`config.mk`:
```
export PLATFORM = sky130hd
export DESIGN_NAME = sd_play_sched_flat
export DESIGN_NICKNAME = d
export VERILOG_FILES = /design/src/rtl/sd_play_sched_if.sv /design/src/rtl/sd_play_sched.sv /design/src/flat_wrapper.sv
export SDC_FILE = /design/constraint.sdc
export NUM_CORES = 1
export LEC_CHECK = 0
export ABC_AREA = 1
export BUFFER_PORTS_ARGS = -buffer_cell sky130_fd_sc_hd__buf_2
export CAP_MARGIN = 20
export CORE_ASPECT_RATIO = 1.2
export CORE_MARGIN = 2
export CORE_UTILIZATION = 50
export CTS_CLUSTER_DIAMETER = 120
export DETAILED_ROUTE_END_ITERATION = 7
export PLACE_DENSITY = 0.74
export SLEW_MARGIN = 20
export SYNTH_ARGS = -nofsm -noshare
export SYNTH_HDL_FRONTEND = slang
export SYNTH_SLANG_ARGS = --single-unit
```
`constraint.sdc`:
```
create_clock -name clk -period 4.85 [get_ports clk]
set_input_delay 0.485 -clock clk [delete_from_list [all_inputs] [get_ports clk]]
set_output_delay 0.485 -clock clk [all_outputs]
set_load 0.02 [all_outputs]
```
`src/rtl/sd_play_sched_if.sv`:
```
// Control bundle between the key/frame sources and the playback scheduler.
// Master drives key pulses and frame status; slave returns read-controller controls.
// No handshake: every signal is a level or a one-cycle pulse sampled on clk.
interface sd_play_sched_if;
  logic        key_play;
  logic        key_retro;
  logic        key_next;
  logic        key_prev;
  logic        frame_done;
  logic [7:0]  read_frame_cnt;
  logic [31:0] rd_addr_setting;
  logic        rd_addr_reset;
  logic        rd_stop;
  logic        rd_retro;
  logic [3:0]  file_idx;
  logic [1:0]  play_state;
  logic        cmd_pending;

  modport master (
    output key_play, key_retro, key_next, key_prev, frame_done, read_frame_cnt,
    input  rd_addr_setting, rd_addr_reset, rd_stop, rd_retro, file_idx, play_state, cmd_pending
  );

  modport slave (
    input  key_play, key_retro, key_next, key_prev, frame_done, read_frame_cnt,
    output rd_addr_setting, rd_addr_reset, rd_stop, rd_retro, file_idx, play_state, cmd_pending
  );
endinterface

```
`src/rtl/sd_play_sched.sv`:
```
// Playback scheduler: turns key pulses into frame-aligned read-controller controls.
// Latency: keys and frame boundaries take effect on the next clock edge; all outputs registered.
// No backpressure: mode keys are held in a single pending slot, newer overwrites older.
// Optional: SD_PLAY_AUTO_NEXT_EN advances to the next file at the end of a played file.
module sd_play_sched #(
  parameter int          FILE_NUM    = 4,
  parameter logic [31:0] FILE_BASE   = 32'd0,
  parameter logic [31:0] FILE_STRIDE = 32'd1481040,
  parameter int          FRAME_MAX   = 180
) (
  input logic           clk,
  input logic           rst,
  sd_play_sched_if.slave io
);

  typedef enum logic [1:0] {
    ST_PAUSE  = 2'd0,
    ST_PLAY   = 2'd1,
    ST_RETRO  = 2'd2,
    ST_SWITCH = 2'd3
  } state_t;

  localparam logic [3:0] LP_LAST_FILE  = 4'(FILE_NUM - 1);
`ifdef SD_PLAY_AUTO_NEXT_EN
  localparam logic [7:0] LP_LAST_FRAME = 8'(FRAME_MAX - 1);
`endif

  state_t      r_state;
  state_t      r_pend_tgt;
  logic        r_pend_vld;
  logic        r_sw_first;
  logic [3:0]  r_file_idx;
  logic [31:0] r_addr;
  logic        r_stop;
  logic        r_retro;
  logic        r_addr_reset;

  state_t      w_state_nxt;
  state_t      w_pend_tgt_nxt;
  state_t      w_base;
  state_t      w_tgt;
  logic        w_pend_vld_nxt;
  logic        w_sw_first_nxt;
  logic [3:0]  w_file_nxt;
  logic [31:0] w_addr_nxt;

  function automatic logic [31:0] f_addr(input logic [3:0] idx);
    return FILE_BASE + ({28'd0, idx} * FILE_STRIDE);
  endfunction

  function automatic logic [3:0] f_file_inc(input logic [3:0] idx);
    return (idx == LP_LAST_FILE) ? 4'd0 : idx + 4'd1;
  endfunction

  function automatic logic [3:0] f_file_dec(input logic [3:0] idx);
    return (idx == 4'd0) ? LP_LAST_FILE : idx - 4'd1;
  endfunction

  // State, pending command, file selection and registered output decode.
  always_ff @(posedge clk or posedge rst) begin
    if (rst) begin
      r_state      <= ST_PAUSE;
      r_pend_tgt   <= ST_PAUSE;
      r_pend_vld   <= 1'b0;
      r_sw_first   <= 1'b0;
      r_file_idx   <= 4'd0;
      r_addr       <= FILE_BASE;
      r_stop       <= 1'b1;
      r_retro      <= 1'b0;
      r_addr_reset <= 1'b0;
    end else begin
      r_state      <= w_state_nxt;
      r_pend_tgt   <= w_pend_tgt_nxt;
      r_pend_vld   <= w_pend_vld_nxt;
      r_sw_first   <= w_sw_first_nxt;
      r_file_idx   <= w_file_nxt;
      r_addr       <= w_addr_nxt;
      r_stop       <= (w_state_nxt == ST_PAUSE);
      r_retro      <= (w_state_nxt == ST_RETRO);
      r_addr_reset <= (w_state_nxt == ST_SWITCH);
    end
  end

  // Next state: file keys act at once, mode changes wait for a frame boundary.
  always_comb begin
    w_state_nxt    = r_state;
    w_pend_tgt_nxt = r_pend_tgt;
    w_pend_vld_nxt = r_pend_vld;
    w_sw_first_nxt = 1'b0;
    w_file_nxt     = r_file_idx;
    w_addr_nxt     = r_addr;

    // A mode key toggles relative to the latest intent; SWITCH always exits to PLAY.
    w_base = r_pend_vld ? r_pend_tgt : ((r_state == ST_SWITCH) ? ST_PLAY : r_state);
    if (io.key_play) begin
      w_tgt = (w_base == ST_PLAY) ? ST_PAUSE : ST_PLAY;
    end else begin
      w_tgt = (w_base == ST_RETRO) ? ST_PLAY : ST_RETRO;
    end

    if (io.key_next || io.key_prev) begin
      // Lower-priority mode keys this cycle are dropped; an older pending command survives.
      w_file_nxt     = io.key_next ? f_file_inc(r_file_idx) : f_file_dec(r_file_idx);
      w_addr_nxt     = f_addr(w_file_nxt);
      w_state_nxt    = ST_SWITCH;
      w_sw_first_nxt = 1'b1;
    end else begin
      if (r_state == ST_SWITCH) begin
        // The read controller sees the reload request one cycle late, so skip the first cycle.
        if (io.frame_done && !r_sw_first) begin
          w_state_nxt = ST_PLAY;
        end
      end else if (io.frame_done) begin
        if (r_pend_vld) begin
          w_state_nxt    = r_pend_tgt;
          w_pend_vld_nxt = 1'b0;
        end else if (r_state == ST_RETRO && io.read_frame_cnt == 8'd0) begin
          w_state_nxt = ST_PAUSE;
        end
`ifdef SD_PLAY_AUTO_NEXT_EN
        else if (r_state == ST_PLAY && io.read_frame_cnt == LP_LAST_FRAME) begin
          w_file_nxt = f_file_inc(r_file_idx);
          w_addr_nxt = f_addr(w_file_nxt);
        end
`endif
      end

      // A key on a boundary cycle lands after the old target was applied.
      if (io.key_play || io.key_retro) begin
        w_pend_vld_nxt = 1'b1;
        w_pend_tgt_nxt = w_tgt;
      end
    end
  end

  assign io.rd_addr_setting = r_addr;
  assign io.rd_addr_reset   = r_addr_reset;
  assign io.rd_stop         = r_stop;
  assign io.rd_retro        = r_retro;
  assign io.file_idx        = r_file_idx;
  assign io.play_state      = r_state;
  assign io.cmd_pending     = r_pend_vld;

endmodule

```
`src/flat_wrapper.sv`:
```
// flat-port wrapper written by rule: the top's interface ports become plain ports
module sd_play_sched_flat 
#(
  parameter int          FILE_NUM    = 4,
  parameter logic [31:0] FILE_BASE   = 32'd0,
  parameter logic [31:0] FILE_STRIDE = 32'd1481040,
  parameter int          FRAME_MAX   = 180
)
  (clk, rst, io_key_play, io_key_retro, io_key_next, io_key_prev, io_frame_done, io_read_frame_cnt, io_rd_addr_setting, io_rd_addr_reset, io_rd_stop, io_rd_retro, io_file_idx, io_play_state, io_cmd_pending);
  sd_play_sched_if io_i ();
  input logic clk;
  input logic rst;
  input wire logic [$bits(io_i.key_play)-1:0] io_key_play;
  input wire logic [$bits(io_i.key_retro)-1:0] io_key_retro;
  input wire logic [$bits(io_i.key_next)-1:0] io_key_next;
  input wire logic [$bits(io_i.key_prev)-1:0] io_key_prev;
  input wire logic [$bits(io_i.frame_done)-1:0] io_frame_done;
  input wire logic [$bits(io_i.read_frame_cnt)-1:0] io_read_frame_cnt;
  output wire logic [$bits(io_i.rd_addr_setting)-1:0] io_rd_addr_setting;
  output wire logic [$bits(io_i.rd_addr_reset)-1:0] io_rd_addr_reset;
  output wire logic [$bits(io_i.rd_stop)-1:0] io_rd_stop;
  output wire logic [$bits(io_i.rd_retro)-1:0] io_rd_retro;
  output wire logic [$bits(io_i.file_idx)-1:0] io_file_idx;
  output wire logic [$bits(io_i.play_state)-1:0] io_play_state;
  output wire logic [$bits(io_i.cmd_pending)-1:0] io_cmd_pending;
  assign io_i.key_play = io_key_play;
  assign io_i.key_retro = io_key_retro;
  assign io_i.key_next = io_key_next;
  assign io_i.key_prev = io_key_prev;
  assign io_i.frame_done = io_frame_done;
  assign io_i.read_frame_cnt = io_read_frame_cnt;
  assign io_rd_addr_setting = io_i.rd_addr_setting;
  assign io_rd_addr_reset = io_i.rd_addr_reset;
  assign io_rd_stop = io_i.rd_stop;
  assign io_rd_retro = io_i.rd_retro;
  assign io_file_idx = io_i.file_idx;
  assign io_play_state = io_i.play_state;
  assign io_cmd_pending = io_i.cmd_pending;
  sd_play_sched #(.FILE_NUM(FILE_NUM), .FILE_BASE(FILE_BASE), .FILE_STRIDE(FILE_STRIDE), .FRAME_MAX(FRAME_MAX)) u_core (.clk(clk), .rst(rst), .io(io_i));
endmodule
```
After elaboration in Yosys (flattened, before gate mapping)
Cells that the tools add are included.
{"block": "op_classes", "n_eq_ne": 8, "bitwise": 1, "n_reduce_logical": 11, "n_addsub": 2, "n_mul": 1, "n_mux": 18}
{"cell": "4-bit by 17-bit multiplier with 21-bit output (second input constant)", "n": 1}
{"cell": "2-bit 2-to-1 mux", "n": 10}
{"cell": "4-bit 2-to-1 mux", "n": 3}
{"cell": "2-bit == test (second input constant)", "n": 5}
{"cell": "8-bit logical NOT", "n": 1}
{"cell": "1-bit 2-to-1 mux", "n": 5}
{"cell": "4-bit by 1-bit adder with 4-bit output (second input constant)", "n": 1}
{"cell": "4-bit by 2-bit == test with 1-bit output (second input constant)", "n": 1}
{"cell": "4-bit logical NOT", "n": 1}
{"cell": "4-bit by 1-bit subtractor with 4-bit output (second input constant)", "n": 1}
{"cell": "3-bit AND reduction", "n": 1}
{"cell": "2-bit by 1-bit == test with 1-bit output (second input constant)", "n": 1}
{"cell": "1-bit logical AND", "n": 2}
{"cell": "2-bit logical NOT", "n": 1}
{"cell": "1-bit logical OR", "n": 2}
{"cell": "2-bit inequality test (second input constant)", "n": 1}
{"cell": "2-bit AND reduction", "n": 1}
{"cell": "2-bit nonzero test", "n": 1}
{"cell": "1-bit logical NOT", "n": 1}
{"cell": "1-bit inverter", "n": 1}
{"block": "word_totals", "regBits": 34, "word_cells": 50, "inputBits": 15, "out_inout_bits": 42}

Logic depth before layout (Yosys ltp)
{"block": "depth", "depth_word": 8, "depth_mapped": 21, "depth_no_buf": 20}

Worst setup path before layout
OpenSTA, ideal clock, no wires.
{"block": "synth_path", "kind": "register to register", "startpoint": "register u_core.r_file_idx[0] (netlist: u_core.io.file_idx[0])", "endpoint": "register u_core.r_addr[23] (netlist: u_core.io.rd_addr_setting[23])", "setup_time_ns": 0.117, "arrival_ns": 3.209, "synth_period_minus_slack_ns": 3.326, "slack_ns": 1.524, "n_path_buf": 0, "required_time_ns": 4.733, "path_stages_with_launch": 19, "path_cell_list": "dfrtp_1 inv_1 ha_1 a21oi_2 nand2_1 nand2_1 inv_1 ha_1 fa_1 inv_1 ha_1 nand2_1 nor2_1 and2_0 nand2_1 nand2_1 nand3_1 nand3_1 nand2_1"}
{"block": "synth_between", "elab_chain_len": 4, "word_cells_on_any_way": 8, "cone_classes": "2 x add/sub; 1 x mul; 1 x eq/ne; 3 x mux; 1 x reduce/logical"}
{"item": "start, declared", "line": "sd_play_sched.sv:32", "rtl": "logic [3:0] r_file_idx;"}
{"item": "start signal, assigned", "line": "sd_play_sched.sv:76", "rtl": "r_file_idx <= w_file_nxt;"}
{"item": "4-bit by 1-bit subtractor with 4-bit output (tied with other cells)", "line": "sd_play_sched.sv:56", "rtl": "return (idx == 4'd0) ? LP_LAST_FILE : idx - 4'd1;"}
{"item": "4-bit 2-to-1 mux, on equally long branches", "line": "sd_play_sched.sv:56, sd_play_sched.sv:52"}
{"item": "4-bit 2-to-1 mux (*)", "line": "sd_play_sched.sv:103", "rtl": "w_file_nxt = io.key_next ? f_file_inc(r_file_idx) : f_file_dec(r_file_idx);"}
{"item": "4-bit by 17-bit multiplier with 21-bit output (*)", "line": "sd_play_sched.sv:48", "rtl": "return FILE_BASE + ({28'd0, idx} * FILE_STRIDE);"}
{"item": "end signal, assigned", "line": "sd_play_sched.sv:77", "rtl": "r_addr <= w_addr_nxt;"}
{"item": "end, declared", "line": "sd_play_sched.sv:33", "rtl": "logic [31:0] r_addr;"}
Mark *: on every way between the ends. The rest lies on a longest branch, timed or not.
A chain may end at the register's enable or synchronous reset.

Worst setup path in the final report
Same ends and word-level chain as after synthesis.

==> results by group <==
Status
  • Outcome: completed

Clock tree
  • CTS root buffer: sky130_fd_sc_hd__clkbuf_8
  • Clk sink count: 32
  • Setup fix buffers added after clock tree synthesis: 0
  • CTS Buf Count: 5
  • Number of buffers added to fix hold violations after cts: 0
  • H-tree depth: 2
  • Clock tree from TritonCTS: done
  • Clock Pin Slew Worst Setup and Hold Paths: 0.07 ns
  • Number of instances resized during post-cts repair: 0
  • Max clock buf depth: 2
  • Insertion delay of the later-clocked pin in the worst-skew pair: 0.29 ns

Global routing
  • Maximum number of pins on one net before global-route repair: 33
  • Global-route total usage across every layer: 0.203
  • Routing usage on met2: 0.325
  • Aggregate global routing overflow: 0
  • Wire length of the first global-routing pass: 9.58 mm
  • Initial antenna violation count: 0
  • Global routing's busiest layer: met2
  • GR Layer Usage met1: 0.261
  • Met3 Resource Use GR: 0.0425
  • Via count of the first global-routing pass: 2166

Placed design
  • RePlAce Congestion: 0.948
  • Port buffer count: 45
  • Total half-perimeter wirelength after legalization and detailed placement: about 4.5 mm

Worst setup path
  • Worst endpoint required time: between 5 and 6 ns
  • Biggest fanout along the worst timing path: 8
  • Count of buffering cells on the critical path with inverters included: 3
  • Sequence of cells on the critical path: inv_1, ha_1, xnor2_1, ha_1, inv_1, fa_1, inv_1, ha_1, nand2_1, nor2_1, and2_0, nand2_1, nand2_1, nand3_1, nand3_1, nand2_1
  • Slowest cell on the critical path: sky130_fd_sc_hd__fa_1
  • Critical path class: register to register
  • Critical Path Sink Type: register
  • Cell repeated most along the worst path: sky130_fd_sc_hd__nand2_1
  • Family of cells with the greatest summed delay on the critical path: adder cells
  • Critical path launch point type: register
  • CP peak stage delay: 0.51 ns
  • CP Data Arrival Time: ~3.7 ns

Timing
  • Max_slew headroom: 0.530
  • Final min period: around 3.6 ns
  • Peak clock frequency supported by timing: 0.281 GHz
  • Count of final hold-check violations: 0
  • Actual slew at the worst max-slew pin: 0.703 ns
  • Crit share post-route: 0.734
  • RSZ-0062 raised after global routing: no
  • Skew final: 0.00495 ns
  • Final-report setup violation count: 0
  • Final Max Tran Viols: 0
  • Post-route setup TNS: 0 ns

Detailed routing
  • DRC errors left: 0
  • Total routed wirelength: 5.77 mm
  • Vias per cell: 5.07
  • WL per Instance: 12.6 um
  • Detailed Route Iter0 Violations: 117
  • ANT nets after route: 0
  • Initial DRT Pass Iterations: 5
  • Total via count after detailed routing: 2328

Yosys
  • Post-synthesis cell count: 354
  • Seq cells post-synth: 32
  • Count of cell types in the netlist: 39
  • Area fraction of the dominant cell type after synthesis: 0.295
  • Cell Area, Synth: 2630 um^2
  • Synth warnings: 0
  • Post-synth top area cell: sky130_fd_sc_hd__dfrtp_1
  • Proportion of synthesized chip area in sequential cells: 0.305
  • Biggest area contributors in the synthesized netlist: sky130_fd_sc_hd__dfrtp_1 30%, sky130_fd_sc_hd__nand2_1 15%, sky130_fd_sc_hd__ha_1 14%
  • Average instance area after synthesis: 7.43 um^2

Finish
  • Nets@finish: ~450
  • Share of layout cells above drive strength 1: 0.188
  • Layout overhead on the synthesized area: 12.4%
  • Fill cell instance count of the final layout: 476
  • Area occupied by multi-input gates: 1550 um^2
  • N_diodes: 0
  • Commonest cells after routing, fill and taps aside: 107 x sky130_fd_sc_hd__nand2_1, 45 x sky130_fd_sc_hd__buf_2, 44 x sky130_fd_sc_hd__inv_1
  • FF/Latch Area: approximately 800 um^2
  • Most common cell after layout, fill and taps aside: sky130_fd_sc_hd__nand2_1

Flow run
  • Max capacitance violation total: 0

Floorplan
  • Die Outline Area: 5860 um^2
  • Std-Cell Rows: 28
  • I/O Pins: 57
  • Starting density of the core: 0.525
  • Horizontal die dimension: 70.2 um
  • Core Box Area: 5010 um^2
  • Chip Height: 83.4 um

Hold path
  • Kind of path behind the tightest hold check: primary input to async pin
-- synthesized netlist by cell type, drive strengths merged --
cell type / count
nand2: 113
inv: 46
dfrtp: 31
ha: 30
nor2: 25
nand3: 21
o21ai: 20
buf: 19
a21oi: 17
xnor2: 5
nand3b: 3
xor2: 3
a21boi: 2
a31oi: 2
and2: 2
fa: 2
nand4: 2
nor3: 2
o21a: 2
or2: 2
conb: 1
dfstp: 1
o211ai: 1
o21bai: 1
o22ai: 1
-- sequential cells by signal (all words and copies together) (netlist names) --
name and flops:
u_core.io.rd_addr_reset 1, u_core.io.rd_retro 1, u_core.r_sw_first 1, u_core.io.file_idx 4
u_core.io.play_state 2, u_core.io.rd_stop 1, u_core.io.cmd_pending 1, u_core.io.rd_addr_setting 19
u_core.r_pend_tgt 2
-- path summary, 6_finish.rpt --
path / endpoint / from / slack, ns / cells after the start
max: u_core.io.rd_addr_setting[23] / u_core.io.file_idx[0] / 1.29 / 16
min: u_core.io.rd_addr_setting[18] / rst / 0.26 / 3
max reg2reg: u_core.io.rd_addr_setting[23] / u_core.io.file_idx[0] / 1.29 / 16
min reg2reg: u_core.io.rd_addr_setting[16] / u_core.io.rd_addr_setting[16] / 0.47 / 2
max in group asynchronous: u_core.io.rd_stop / rst / 4.26 / 3
min in group clk: u_core.io.cmd_pending / io_key_retro / 0.45 / 3
-- cell type report --
cell class	count	share of cell area
Clock buffer	7	0.0326
Clock inverter	1	0.0102
Inverter	46	0.0585
Multi-Input combinational cell	267	0.523
Sequential cell	32	0.271
Tap cell	60	0.0254
Timing Repair Buffer	46	0.0788
-- worst reg2reg max path, delay by kind of cell, from the launching register on --
family	cells	cell delay (ns)
adder cells (fa/ha/maj)	4	1.51
AND/OR/NAND/NOR	8	0.73
XOR/XNOR	1	0.50
flip-flops	1	0.47
buffers and inverters	3	0.26
-- metal layers --
layer	up-vias	wire (um)	share of wire
met5	-	0	0
met4	0	188	0.033
met3	15	304	0.053
met2	80	2710	0.47
met1	1040	2560	0.44
li1	1193	-	-
-- cells by family after synthesis --
| logic type | count (synthesis) | share of synthesized area |
|---|---|---|
| AOI/OAI and AO/OA | 46 | 0.106 |
| other | 1 | 0.00143 |
| and+or+nand+nor | 170 | 0.282 |
| xor gates and xnor gates | 8 | 0.0267 |
| buffers and inverters | 65 | 0.121 |
| adders and majority gates | 32 | 0.158 |
| DFF | 32 | 0.305 |
-- metrics by stage --
stage	hold WS (ns)	cells	setup WS (ns)	instance area, um^2	utilization
floorplan	0.504	364	1.52	2670	-
global placement	0.460	451	1.51	2830	0.564
detailed placement	0.461	451	1.35	2830	0.564
CTS	0.280	459	1.35	2950	0.590
global route	0.319	459	1.03	2950	0.590
finish	0.264	459	1.29	2950	0.590
Power is not shown: default switching activity piles up to over one toggle a cycle in this logic, so the estimate is an artifact.
